==> src/rtl/reg_file_loader_if.sv <==
// ----------------------------------------------------------------------------
// reg_file_loader_if
//   Groups the byte-stream handshake and the register-file write port used by
//   reg_file_loader.
//   Signals:
//     in_data  [7:0]  stream byte
//     in_valid        in_data is valid
//     in_ready        loader accepts a byte (transfer = in_valid & in_ready)
//     wa       [4:0]  register write address
//     wd       [31:0] register write data
//     we              register write enable
//   Modports:
//     slave  - the loader: consumes the stream, drives the write port
//     master - the environment: produces the stream, observes the write port
// ----------------------------------------------------------------------------
interface reg_file_loader_if;
  logic [7:0]  in_data;
  logic        in_valid;
  logic        in_ready;
  logic [4:0]  wa;
  logic [31:0] wd;
  logic        we;

  modport slave (
    input  in_data,
    input  in_valid,
    output in_ready,
    output wa,
    output wd,
    output we
  );

  modport master (
    output in_data,
    output in_valid,
    input  in_ready,
    input  wa,
    input  wd,
    input  we
  );
endinterface

==> src/rtl/reg_file_loader.sv <==
// ----------------------------------------------------------------------------
// reg_file_loader
//   Streams initial register contents into a register file through its write
//   port. Bytes arrive on a valid/ready stream, are packed four at a time
//   little-endian into a 32-bit word, and each word is written to registers
//   FIRST_REG..LAST_REG in ascending order (x0 is never written).
//   Ports:
//     clk    in   clock, all state on rising edge
//     rst_n  in   asynchronous reset, active low
//     start  in   begin a load (only honoured in IDLE)
//     abort  in   cancel a load, return to IDLE
//     busy   out  high in any state other than IDLE
//     done   out  one-cycle pulse after the last register is written
//     bus    slave modport: in_data/in_valid/in_ready stream and wa/wd/we
//   Every output decodes from registered state only.
// ----------------------------------------------------------------------------
module reg_file_loader #(
  parameter int FIRST_REG = 1,
  parameter int LAST_REG  = 31
) (
  input  logic               clk,
  input  logic               rst_n,
  input  logic               start,
  input  logic               abort,
  output logic               busy,
  output logic               done,
  reg_file_loader_if.slave   bus
);

  localparam logic [4:0] FIRST_A = 5'(FIRST_REG);
  localparam logic [4:0] LAST_A  = 5'(LAST_REG);

  typedef enum logic [1:0] {
    IDLE    = 2'd0,
    COLLECT = 2'd1,
    WRITE   = 2'd2,
    DONE    = 2'd3
  } state_t;

  state_t      state_q, state_d;
  logic [1:0]  byte_cnt_q, byte_cnt_d;
  logic [4:0]  addr_q, addr_d;
  logic [31:0] word_q, word_d;
  logic [4:0]  wa_q, wa_d;
  logic [31:0] wd_q, wd_d;

  always_ff @(posedge clk or negedge rst_n) begin
    if (!rst_n) begin
      state_q    <= IDLE;
      byte_cnt_q <= 2'd0;
      addr_q     <= 5'd0;
      word_q     <= 32'd0;
      wa_q       <= 5'd0;
      wd_q       <= 32'd0;
    end else begin
      state_q    <= state_d;
      byte_cnt_q <= byte_cnt_d;
      addr_q     <= addr_d;
      word_q     <= word_d;
      wa_q       <= wa_d;
      wd_q       <= wd_d;
    end
  end

  always_comb begin
    state_d    = state_q;
    byte_cnt_d = byte_cnt_q;
    addr_d     = addr_q;
    word_d     = word_q;
    wa_d       = wa_q;
    wd_d       = wd_q;

    case (state_q)
      IDLE: begin
        // abort has priority over start when both are raised together
        if (start && !abort) begin
          state_d    = COLLECT;
          addr_d     = FIRST_A;
          byte_cnt_d = 2'd0;
          word_d     = 32'd0;
        end
      end

      COLLECT: begin
        if (abort) begin
          // a partially assembled word is thrown away
          state_d    = IDLE;
          byte_cnt_d = 2'd0;
          word_d     = 32'd0;
        end else if (bus.in_valid) begin
          // in_ready is high throughout COLLECT, so in_valid alone is a transfer
          byte_cnt_d = byte_cnt_q + 2'd1;
          case (byte_cnt_q)
            2'd0: word_d[7:0]   = bus.in_data;
            2'd1: word_d[15:8]  = bus.in_data;
            2'd2: word_d[23:16] = bus.in_data;
            2'd3: begin
              // Load the write port registers now so wa/wd are valid for
              // the single WRITE cycle and then hold their last value.
              state_d    = WRITE;
              byte_cnt_d = 2'd0;
              word_d     = 32'd0;
              wa_d       = addr_q;
              wd_d       = {bus.in_data, word_q[23:0]};
            end
          endcase
        end
      end

      WRITE: begin
        if (abort) begin
          state_d = IDLE;
        end else if (addr_q == LAST_A) begin
          state_d = DONE;
        end else begin
          state_d = COLLECT;
          addr_d  = addr_q + 5'd1;
        end
      end

      DONE: begin
        state_d = IDLE;
      end
    endcase
  end

  assign bus.in_ready = (state_q == COLLECT);
  assign bus.we       = (state_q == WRITE);
  assign bus.wa       = wa_q;
  assign bus.wd       = wd_q;
  assign busy         = (state_q != IDLE);
  assign done         = (state_q == DONE);

endmodule

==> src/flat_wrapper.sv <==
// flat-port wrapper written by rule: the top's interface ports become plain ports
module reg_file_loader_flat 
#(
  parameter int FIRST_REG = 1,
  parameter int LAST_REG  = 31
)
  (clk, rst_n, start, abort, busy, done, bus_in_data, bus_in_valid, bus_in_ready, bus_wa, bus_wd, bus_we);
  reg_file_loader_if bus_i ();
  input  logic clk;
  input  logic rst_n;
  input  logic start;
  input  logic abort;
  output logic busy;
  output logic done;
  input wire logic [$bits(bus_i.in_data)-1:0] bus_in_data;
  input wire logic [$bits(bus_i.in_valid)-1:0] bus_in_valid;
  output wire logic [$bits(bus_i.in_ready)-1:0] bus_in_ready;
  output wire logic [$bits(bus_i.wa)-1:0] bus_wa;
  output wire logic [$bits(bus_i.wd)-1:0] bus_wd;
  output wire logic [$bits(bus_i.we)-1:0] bus_we;
  assign bus_i.in_data = bus_in_data;
  assign bus_i.in_valid = bus_in_valid;
  assign bus_in_ready = bus_i.in_ready;
  assign bus_wa = bus_i.wa;
  assign bus_wd = bus_i.wd;
  assign bus_we = bus_i.we;
  reg_file_loader #(.FIRST_REG(FIRST_REG), .LAST_REG(LAST_REG)) u_core (.clk(clk), .rst_n(rst_n), .start(start), .abort(abort), .busy(busy), .done(done), .bus(bus_i));
endmodule
==> config.mk <==
export PLATFORM = sky130hd
export DESIGN_NAME = reg_file_loader_flat
export DESIGN_NICKNAME = d
export VERILOG_FILES = /design/src/rtl/reg_file_loader_if.sv /design/src/rtl/reg_file_loader.sv /design/src/flat_wrapper.sv
export SDC_FILE = /design/constraint.sdc
export NUM_CORES = 1
export LEC_CHECK = 0
export ABC_AREA = 1
export CORE_MARGIN = 4
export CORE_UTILIZATION = 25
export CTS_BUF_LIST = sky130_fd_sc_hd__clkbuf_4 sky130_fd_sc_hd__clkbuf_8
export DETAILED_ROUTE_END_ITERATION = 8
export GPL_TIMING_DRIVEN = 0
export SYNTH_ARGS = -nofsm -noshare
export SYNTH_HDL_FRONTEND = slang
export SYNTH_SLANG_ARGS = --single-unit
==> constraint.sdc <==
create_clock -name clk -period 1.8 [get_ports clk]
set_input_delay 0.36 -clock clk [delete_from_list [all_inputs] [get_ports clk]]
set_output_delay 0.36 -clock clk [all_outputs]
set_load 0.02 [all_outputs]
==> results of run 1 <==
cell type report:
| class | count | area share |
|---|---|---|
| tap | 168 | 0.0509 |
| multi-input combinational | 266 | 0.303 |
| clock inverter | 6 | 0.0209 |
| clock buffer | 10 | 0.0318 |
| timing repair buffer | 53 | 0.126 |
| inverter | 17 | 0.0161 |
| buffer | 15 | 0.0273 |
| sequential | 70 | 0.424 |
final timing paths:
| check | cells after the start | to | startpoint |
|---|---|---|---|
| max | 4 | busy | u_core.state_q[1]$_DFFE_PN0P_ |
| min | 1 | u_core.bus.wd[2]$_DFFE_PN0P_ | rst_n |
| max reg2reg | 7 | u_core.addr_q[0]$_DFFE_PN0P_ | u_core.addr_q[0]$_DFFE_PN0P_ |
| min reg2reg | 2 | u_core.word_q[3]$_DFFE_PN0P_ | u_core.word_q[3]$_DFFE_PN0P_ |
| max in group asynchronous | 1 | u_core.state_q[0]$_DFFE_PN0P_ | rst_n |
| min in group clk | 2 | u_core.word_q[3]$_DFFE_PN0P_ | u_core.word_q[3]$_DFFE_PN0P_ |
registers in the layout, indices dropped and copies added (netlist names):
register           flops
u_core.word_q         24
u_core.state_q         2
u_core.bus.wd         32
u_core.bus.wa          5
u_core.byte_cnt_q      2
u_core.addr_q          5
timing repair:
| item | CTS | global route |
|---|---|---|
| cloned | 0 | 0 |
| setup endpoints to repair | 15 | 33 |
| resized for setup | 9 | 5 |
synth_stat cells, types with 3 or more instances:
cell type / count / area (sq um)
sky130_fd_sc_hd__ha_1: 6 / 75.1
sky130_fd_sc_hd__dfrtp_1: 70 / 1750
sky130_fd_sc_hd__clkbuf_1: 3 / 11.3
sky130_fd_sc_hd__nor2_1: 16 / 60.1
sky130_fd_sc_hd__nand2_2: 4 / 25.0
sky130_fd_sc_hd__o21ai_1: 12 / 60.1
sky130_fd_sc_hd__clkbuf_2: 3 / 15.0
sky130_fd_sc_hd__nand3_1: 39 / 195
sky130_fd_sc_hd__inv_2: 3 / 11.3
sky130_fd_sc_hd__o21ai_0: 26 / 130
sky130_fd_sc_hd__buf_6: 6 / 67.6
sky130_fd_sc_hd__inv_1: 14 / 52.6
sky130_fd_sc_hd__nand2_1: 149 / 559
sky130_fd_sc_hd__nand3b_2: 3 / 33.8
power by group through the flow:
stage               combinational (mW)  clock (mW)  sequential, mW
global placement                  1.34           0            2.08
finish                            1.33        1.39            2.07
global route                      1.51        1.50            2.10
CTS                               1.34        1.43            2.06
detailed placement                1.36           0            2.09
floorplan                        0.928           0            2.06
critical path, cell delays in order (launching register included):
cell and delay (ns):
sky130_fd_sc_hd__dfrtp_1 0.36, sky130_fd_sc_hd__buf_4 0.18, sky130_fd_sc_hd__nor2_4 0.13, sky130_fd_sc_hd__inv_1 0.05, sky130_fd_sc_hd__dlygate4sd2_1 0.31
stage by stage:
stage / utilization / cells / TNS [ns] / area [sq um] / hold slack (ns)
detailed placement: 0.320 / 590 / -8.87 / 3910 / 0.464
global placement: 0.320 / 590 / -144.83 / 3910 / 0.459
global route: 0.338 / 605 / 0 / 4130 / 0.196
CTS: 0.338 / 605 / 0 / 4130 / 0.161
finish: 0.338 / 605 / 0 / 4130 / 0.133
floorplan: - / 369 / 0 / 3170 / 0.0644
routing by layer:
metal | up-vias | part of all wire | global-route usage
met5 | - | 0 | 0
met1 | 1188 | 0.49 | 0.146
met4 | 0 | 0.018 | 0.0446
met3 | 10 | 0.058 | 0.0332
li1 | 1316 | - | -
met2 | 55 | 0.44 | 0.161
kinds of logic after synthesis:
| kind of cell | Yosys count | synth area share |
|---|---|---|
| simple gates | 220 | 0.304 |
| flops | 70 | 0.552 |
| compound gates | 40 | 0.0631 |
| buf+inv | 33 | 0.0564 |
| fa+ha+maj | 6 | 0.0237 |
cell usage in the layout (no fill, tap or decap), drive strengths merged:
| cell type | n |
|---|---|
| buf | 11 |
| clkdlybuf4s15 | 1 |
| clkbuf | 16 |
| inv | 17 |
| nand2 | 155 |
| dfrtp | 70 |
| a21oi | 2 |
| nand3 | 39 |
| o21ai | 38 |
| clkinvlp | 1 |
| and3 | 1 |
| bufinv | 2 |
| dlygate4sd2 | 2 |
| nor3b | 1 |
| nand3b | 3 |
| nand4 | 2 |
| clkinv | 3 |
| nor2 | 19 |
| ha | 6 |
| clkdlybuf4s50 | 48 |
==> reports/summary.md, run 1 <==
The tree is rooted in a sky130_fd_sc_hd__clkbuf_8. The share of cells above drive strength 1 works out to 0.114. The critical path in this run is classified as reg -> out. The logs give 1.37 ns for the data arrival time of the critical path and 0.0749 ns for the post-layout worst setup margin.

After detailed routing, the number of remaining DRC violations is 0. Power spread over the standard cell area amounts to 1160 mW/mm^2. The clock reaches the later pin of the worst-skew pair after 0.34 ns. The fraction of the cycle the final worst path needs was 0.958.

The worst clock skew is 0.0122 ns, and the horizontal extent of the die is 121 um. The maximum fanout encountered on the critical timing path came out at 8. After the first detailed-routing iteration, the DRC count stood at 121.

The run finished with clean final reports. The sequential element share of the synthesized area was 0.552. The number of sinks driven by the clock tree is 70, and the relative max-transition margin is 0.414.

The number of nets in the synthesized netlist is 388. The setup slack after placement was -0.278 ns; the clock-pin slew reported for the worst setup and hold paths after clock tree synthesis was 0.08 ns. Setup violations remaining at the end of the flow were counted as 0. The tools report the maximum number of pins on one net before global-route repair as 71. For the number of core rows, the log shows 40. For the number of antenna violations at the first check in global routing, the log shows 0. The run gives 0.00317 sq mm as the post-synth design cell area. The H-tree generated during clock tree synthesis spans 3 levels.

For the via count, the log shows 2,569. The worst setup path is captured at an output port. Compared with the post-synthesis result, the final layout area differs by 30.3%.

The tools report the startpoint class of the critical path as a flop. Port buffering added 53 buffers. For flop-to-flop paths, the worst setup slack is 0.18 ns. The area occupied by registers is 0.00175 sq mm, and the internal power consumption is 3.11 mW. The first global-routing pass estimated 12,500 um of wire. The run gives 5610 um as the half-perimeter wire length of the detailed placement result. The number of synthesized register bits works out to 70. A synthesized cell averages 8.59 sq um. The completed layout was analyzed and its total power is 4.79 mW. In this run the static leakage power is 2.15 nW. Summed over all nets, the switching power comes to 1.67 mW.

The antenna diode count was 0. IR analysis of the VDD net gives a maximum drop of 0.446 mV. TritonCTS built the clock tree. The floorplan step defined a die boundary enclosing 0.0145 sq mm.

The number of slew-limit violations in the final report was 0; the wire length per cell after detailed routing was 12.4 um. Yosys mapped a number of flops with a built-in enable equal to 0. Count of endpoints failing hold in the final timing report: 0. Post-CTS repair timing setup buffer count: 0. In the final layout, the multi-input gates occupy 0.00125 sq mm.

Type of the most critical hold path: in -> async. Final global-route overflow total: 0. Slew at the pin closest to its max-slew limit: 0.879 ns. The run gives 0 as the synthesis warning total. The die span in y is 121 um, and the part of the total power dissipated in combinational logic is 0.278. The count of filler cells inserted in the layout is 1,299, and the sequential share of power is 0.432. The initial core utilization was 0.260; the share of total power in the clock network was 0.290. The tools report the number of buffers between clock root and the deepest sink as 2. The run gives 451 as the number of nets in the finished design. Wires add up to 7530 um. At the end of routability-driven placement, the weighted congestion stood at 0.835.

The fraction of synthesis flops using an asynchronous set or reset pin was 1.00. In this run the standard cell core region covers 0.0122 sq mm. In this run, post-CTS hold repair placed 0 buffers. 54 I/O pins were placed.

The proportion of total power due to net switching was 0.350; the time the final worst path needs with I/O delays and setup was 1.73 ns. Max-cap violations in this run came to 0. For the count of TritonRoute iterations in the first routing pass, the log shows 4. The all-layer global routing usage was 0.108. The final antenna-violating net count is 0. Setup repair after global routing left no endpoint under its margin. The via count of the first global-routing pass is 2,580, and the synthesized instance count is 369. Using the TritonRoute via totals, the vias-per-cell ratio works out to 4.25.

Most used flip-flop cell after synthesis: sky130_fd_sc_hd__dfrtp_1. At the worst endpoint, the required time is 1.44 ns. The distinct cell type count after synthesis is 24.

Timing would allow up to 580 MHz. In this run, CTS created clock tree buffers numbering 9.
No activity file was read; power rests on OpenSTA's default activity.
==> run 2, diff against run 1 <==
Clock period 1.8 ns to 1.9 ns, I/O delays scaled along.
==> reports/summary.md, run 2 (synthesized netlist as in run 1, its figures left out) <==
The part of the total power dissipated in combinational logic was 0.277 (about the same); the number of clock buffers inserted by TritonCTS was 9 (unchanged). The run gives 0.0145 sq mm (unchanged) as the area enclosed by the die boundary. The layout overhead on the synthesized area works out to 30.2% (about the same). The number of design-rule violations left by the first detailed-router iteration is 103 (-15%).

Number of slew-limit violations in the final report: 0 (unchanged). The cell at the root of the clock tree was sky130_fd_sc_hd__clkbuf_8. The logs give 0.424 mV (-4.9%) for the largest voltage drop on the vdd net and 2.15 nW (+0.18%) for the leakage power. The run gives 2 (unchanged) as the number of buffers between clock root and the deepest sink. The maximum fanout encountered on the critical timing path is 6 (-2), and the depth of the CTS H-tree is 3 (unchanged).

The horizontal extent of the die is 121 um (unchanged), and the post-detailed-route DRC marker count is 0 (unchanged). The number of core rows was 40 (unchanged); the final global-route overflow total was 0 (unchanged). The run gives 0 ns (unchanged) as the sum of negative setup slack.

The via count of the first global-routing pass was 2,585 (+0.19%). Number of antenna violations at the first check in global routing: 0 (unchanged). The logs give 0.0117 ns (-0.000456 ns) for the worst clock skew and 0 (unchanged) for the max-cap check violation count. TritonCTS built the clock tree.

The tools report the area of the placeable core as 0.0122 sq mm (unchanged). The proportion of total power due to net switching was 0.350 (about the same); the post-CTS repair timing setup buffer count was 0 (unchanged). The tools report the share of total power in the clock network as 0.291 (about the same).

The data arrival time of the critical path was 1.42 ns (+0.05 ns); the flip-flop count of the largest register, all copies and words added was 32 (unchanged). The tools report the internal power consumption as 2.94 mW (-5.4%). The clock latency of the later-clocked register in the worst-skew pair was 0.35 ns (about the same); the count of filler cells inserted in the layout was 1,303 (+0.31%). The flow ran to the end, and the final reports show no timing, DRC or antenna violations. The run gives 0.415 (+0.000460) as the relative max-transition margin.

The number of vias per cell is 4.24 (-0.24%), and the all-layer global routing usage is 0.108 (about the same). The initial core utilization is 0.260 (unchanged). Tracing the worst setup path back leads to its startpoint at u_core.state_q[0]$_DFFE_PN0P_.

The die span in y is 121 um (unchanged), and the number of endpoints failing setup at the final stage is 0 (unchanged). The worst reg-to-reg path cell count came out at 7 (unchanged). The switching power of the nets is 1.58 mW (-5.5%), and the share of cells above drive strength 1 is 0.110 (-0.00483). The boundary pin count was 54 (unchanged); the clock-pin slew reported for the worst setup and hold paths after clock tree synthesis was 0.08 ns (about the same). The slew at the pin closest to its max-slew limit is 0.878 ns (-0.000690 ns). The leading cell type in the layout, fill and taps excluded was sky130_fd_sc_hd__nand2_1.

The tools report the count of endpoints failing hold in the final timing report as 0 (unchanged). In this run the worst hold path is classified as in -> async. The total power per unit cell area is 1100 mW/mm^2 (-5.4%). Setup repair after global routing left no endpoint under its margin. Wire length per cell after detailed routing: 12.4 um (-0.18%). Number of nets in the finished design: 452 (+0.22%).

The tools report the routability-driven placement congestion ratio as 0.835 (unchanged). The tools report the endpoint of the worst setup timing path as bus_we. The half-perimeter wire length of the detailed placement result was 5610 um (unchanged); the fraction of the cycle the final worst path needs was 0.945. The endpoint identified for the worst register-to-register timing path is u_core.bus.wd[29]$_DFFE_PN0P_.

The final antenna-violating net count was 0 (unchanged). Leaving out fill and tap cells, the most frequent cells in the layout are 149 x sky130_fd_sc_hd__nand2_1, 69 x sky130_fd_sc_hd__dfrtp_1, 48 x sky130_fd_sc_hd__clkdlybuf4s50_1. The run gives 7530 um (about the same) as the routed wire length. Via count: 2,567 (-0.078%).

The quantity of I/O buffers inserted on ports was 53 (unchanged); the wire length of the first global-routing pass was 12,500 um (unchanged). Start-to-end type of the worst setup path: reg -> out. The number of sinks driven by the clock tree is 70 (unchanged). The data required time of the worst path is 1.52 ns (+0.08 ns). The final standard cell utilization of the core is 0.338 (about the same), and the sequential share of power is 0.431 (about the same). In this run the critical register-to-register path is launched from u_core.byte_cnt_q[1]$_DFFE_PN0P_. The setup slack of the worst register-to-register path is 0.23 ns (+0.05 ns). Time the final worst path needs with I/O delays and setup: 1.80 ns.

The antenna diode count is 0 (unchanged). The smallest hold slack was 0.152 ns (+0.0193 ns); the count of TritonRoute iterations in the first routing pass was 5 (+1). The logs give 71 (unchanged) for the maximum number of pins on one net before global-route repair and 557 MHz for the fmax. STA classifies the critical path startpoint as a flop. The sort of element at the end of the critical path is an output port. The tools report the power after layout as 4.52 mW (-5.4%).
==> run 2: cell types whose count changed in the layout (fill, tap and decap cells not counted) <==
cell / delta
sky130_fd_sc_hd__nand2_2: -1
sky130_fd_sc_hd__nand2_1: +1
sky130_fd_sc_hd__inv_4: -1
sky130_fd_sc_hd__inv_2: +1
sky130_fd_sc_hd__nor2_4: -1
sky130_fd_sc_hd__clkdlybuf4s15_1: +1
sky130_fd_sc_hd__dlygate4sd2_1: +1
sky130_fd_sc_hd__clkdlybuf4s15_2: -1
sky130_fd_sc_hd__nor2_2: +1
==> run 2: how the worst min path moves through the flow <==
stage / from / to / slack [ns] / cells after the start
after floorplan: rst_n / u_core.addr_q[0]$_DFFE_PN0P_ / 0.08 / 0
after global placement: u_core.word_q[12]$_DFFE_PN0P_ / u_core.word_q[12]$_DFFE_PN0P_ / 0.46 / 2
after detailed placement: u_core.word_q[13]$_DFFE_PN0P_ / u_core.word_q[13]$_DFFE_PN0P_ / 0.46 / 2
after CTS: rst_n / u_core.bus.wd[2]$_DFFE_PN0P_ / 0.18 / 1
after global routing: rst_n / u_core.bus.wd[2]$_DFFE_PN0P_ / 0.22 / 1
final: rst_n / u_core.bus.wd[2]$_DFFE_PN0P_ / 0.15 / 1
==> run 2: power groups by stage <==
stage	Sequential, mW	Clock, mW	Combinational, mW
6_report	1.95	1.32	1.25
4_1_cts	1.95	1.35	1.27
3_5_place_dp	1.98	0	1.29
3_3_place_gp	1.97	0	1.27
5_1_grt	1.98	1.42	1.42
2_1_floorplan	1.95	0	0.879
==> run 2: critical path: stages (launching register included) <==
cell,delay [ns]
sky130_fd_sc_hd__dfrtp_2,0.46
sky130_fd_sc_hd__inv_2,0.15
sky130_fd_sc_hd__nand2_1,0.11
sky130_fd_sc_hd__inv_1,0.06
sky130_fd_sc_hd__clkdlybuf4s15_1,0.30
==> run 2: routing by layer <==
metal,GRT usage,up-vias,routed length (um)
met3,0.0332,10,439
met1,0.146,1177,3690
li1,-,1321,-
met4,0.0453,0,141
met2,0.161,59,3260
met5,0,-,0
==> run 2: cell type report <==
type / instances / area [sq um] / share of cell area
sequential: 70 / 1750 / 0.425
multi-input combinational: 266 / 1240 / 0.301
timing repair buffer: 53 / 524 / 0.127
tap: 168 / 210 / 0.0509
clock buffer: 10 / 131 / 0.0318
buffer: 16 / 118 / 0.0285
clock inverter: 6 / 86.3 / 0.0209
inverter: 17 / 63.8 / 0.0155
==> run 2: what timing repair did <==
action	CTS	global route
hold buffers	0	0
gates resized for setup	5	5
endpoints found under the setup margin	14	17
hold endpoints to repair	0	0
==> run 2: per-stage QoR <==
step	cells	setup slack [ns]	instance area, sq um
detailed placement	590	-0.198	3910
CTS	606	0.0271	4120
floorplan	369	0.408	3170
global route	606	0.0120	4130
finish	606	0.105	4130
global placement	590	-1.88	3910
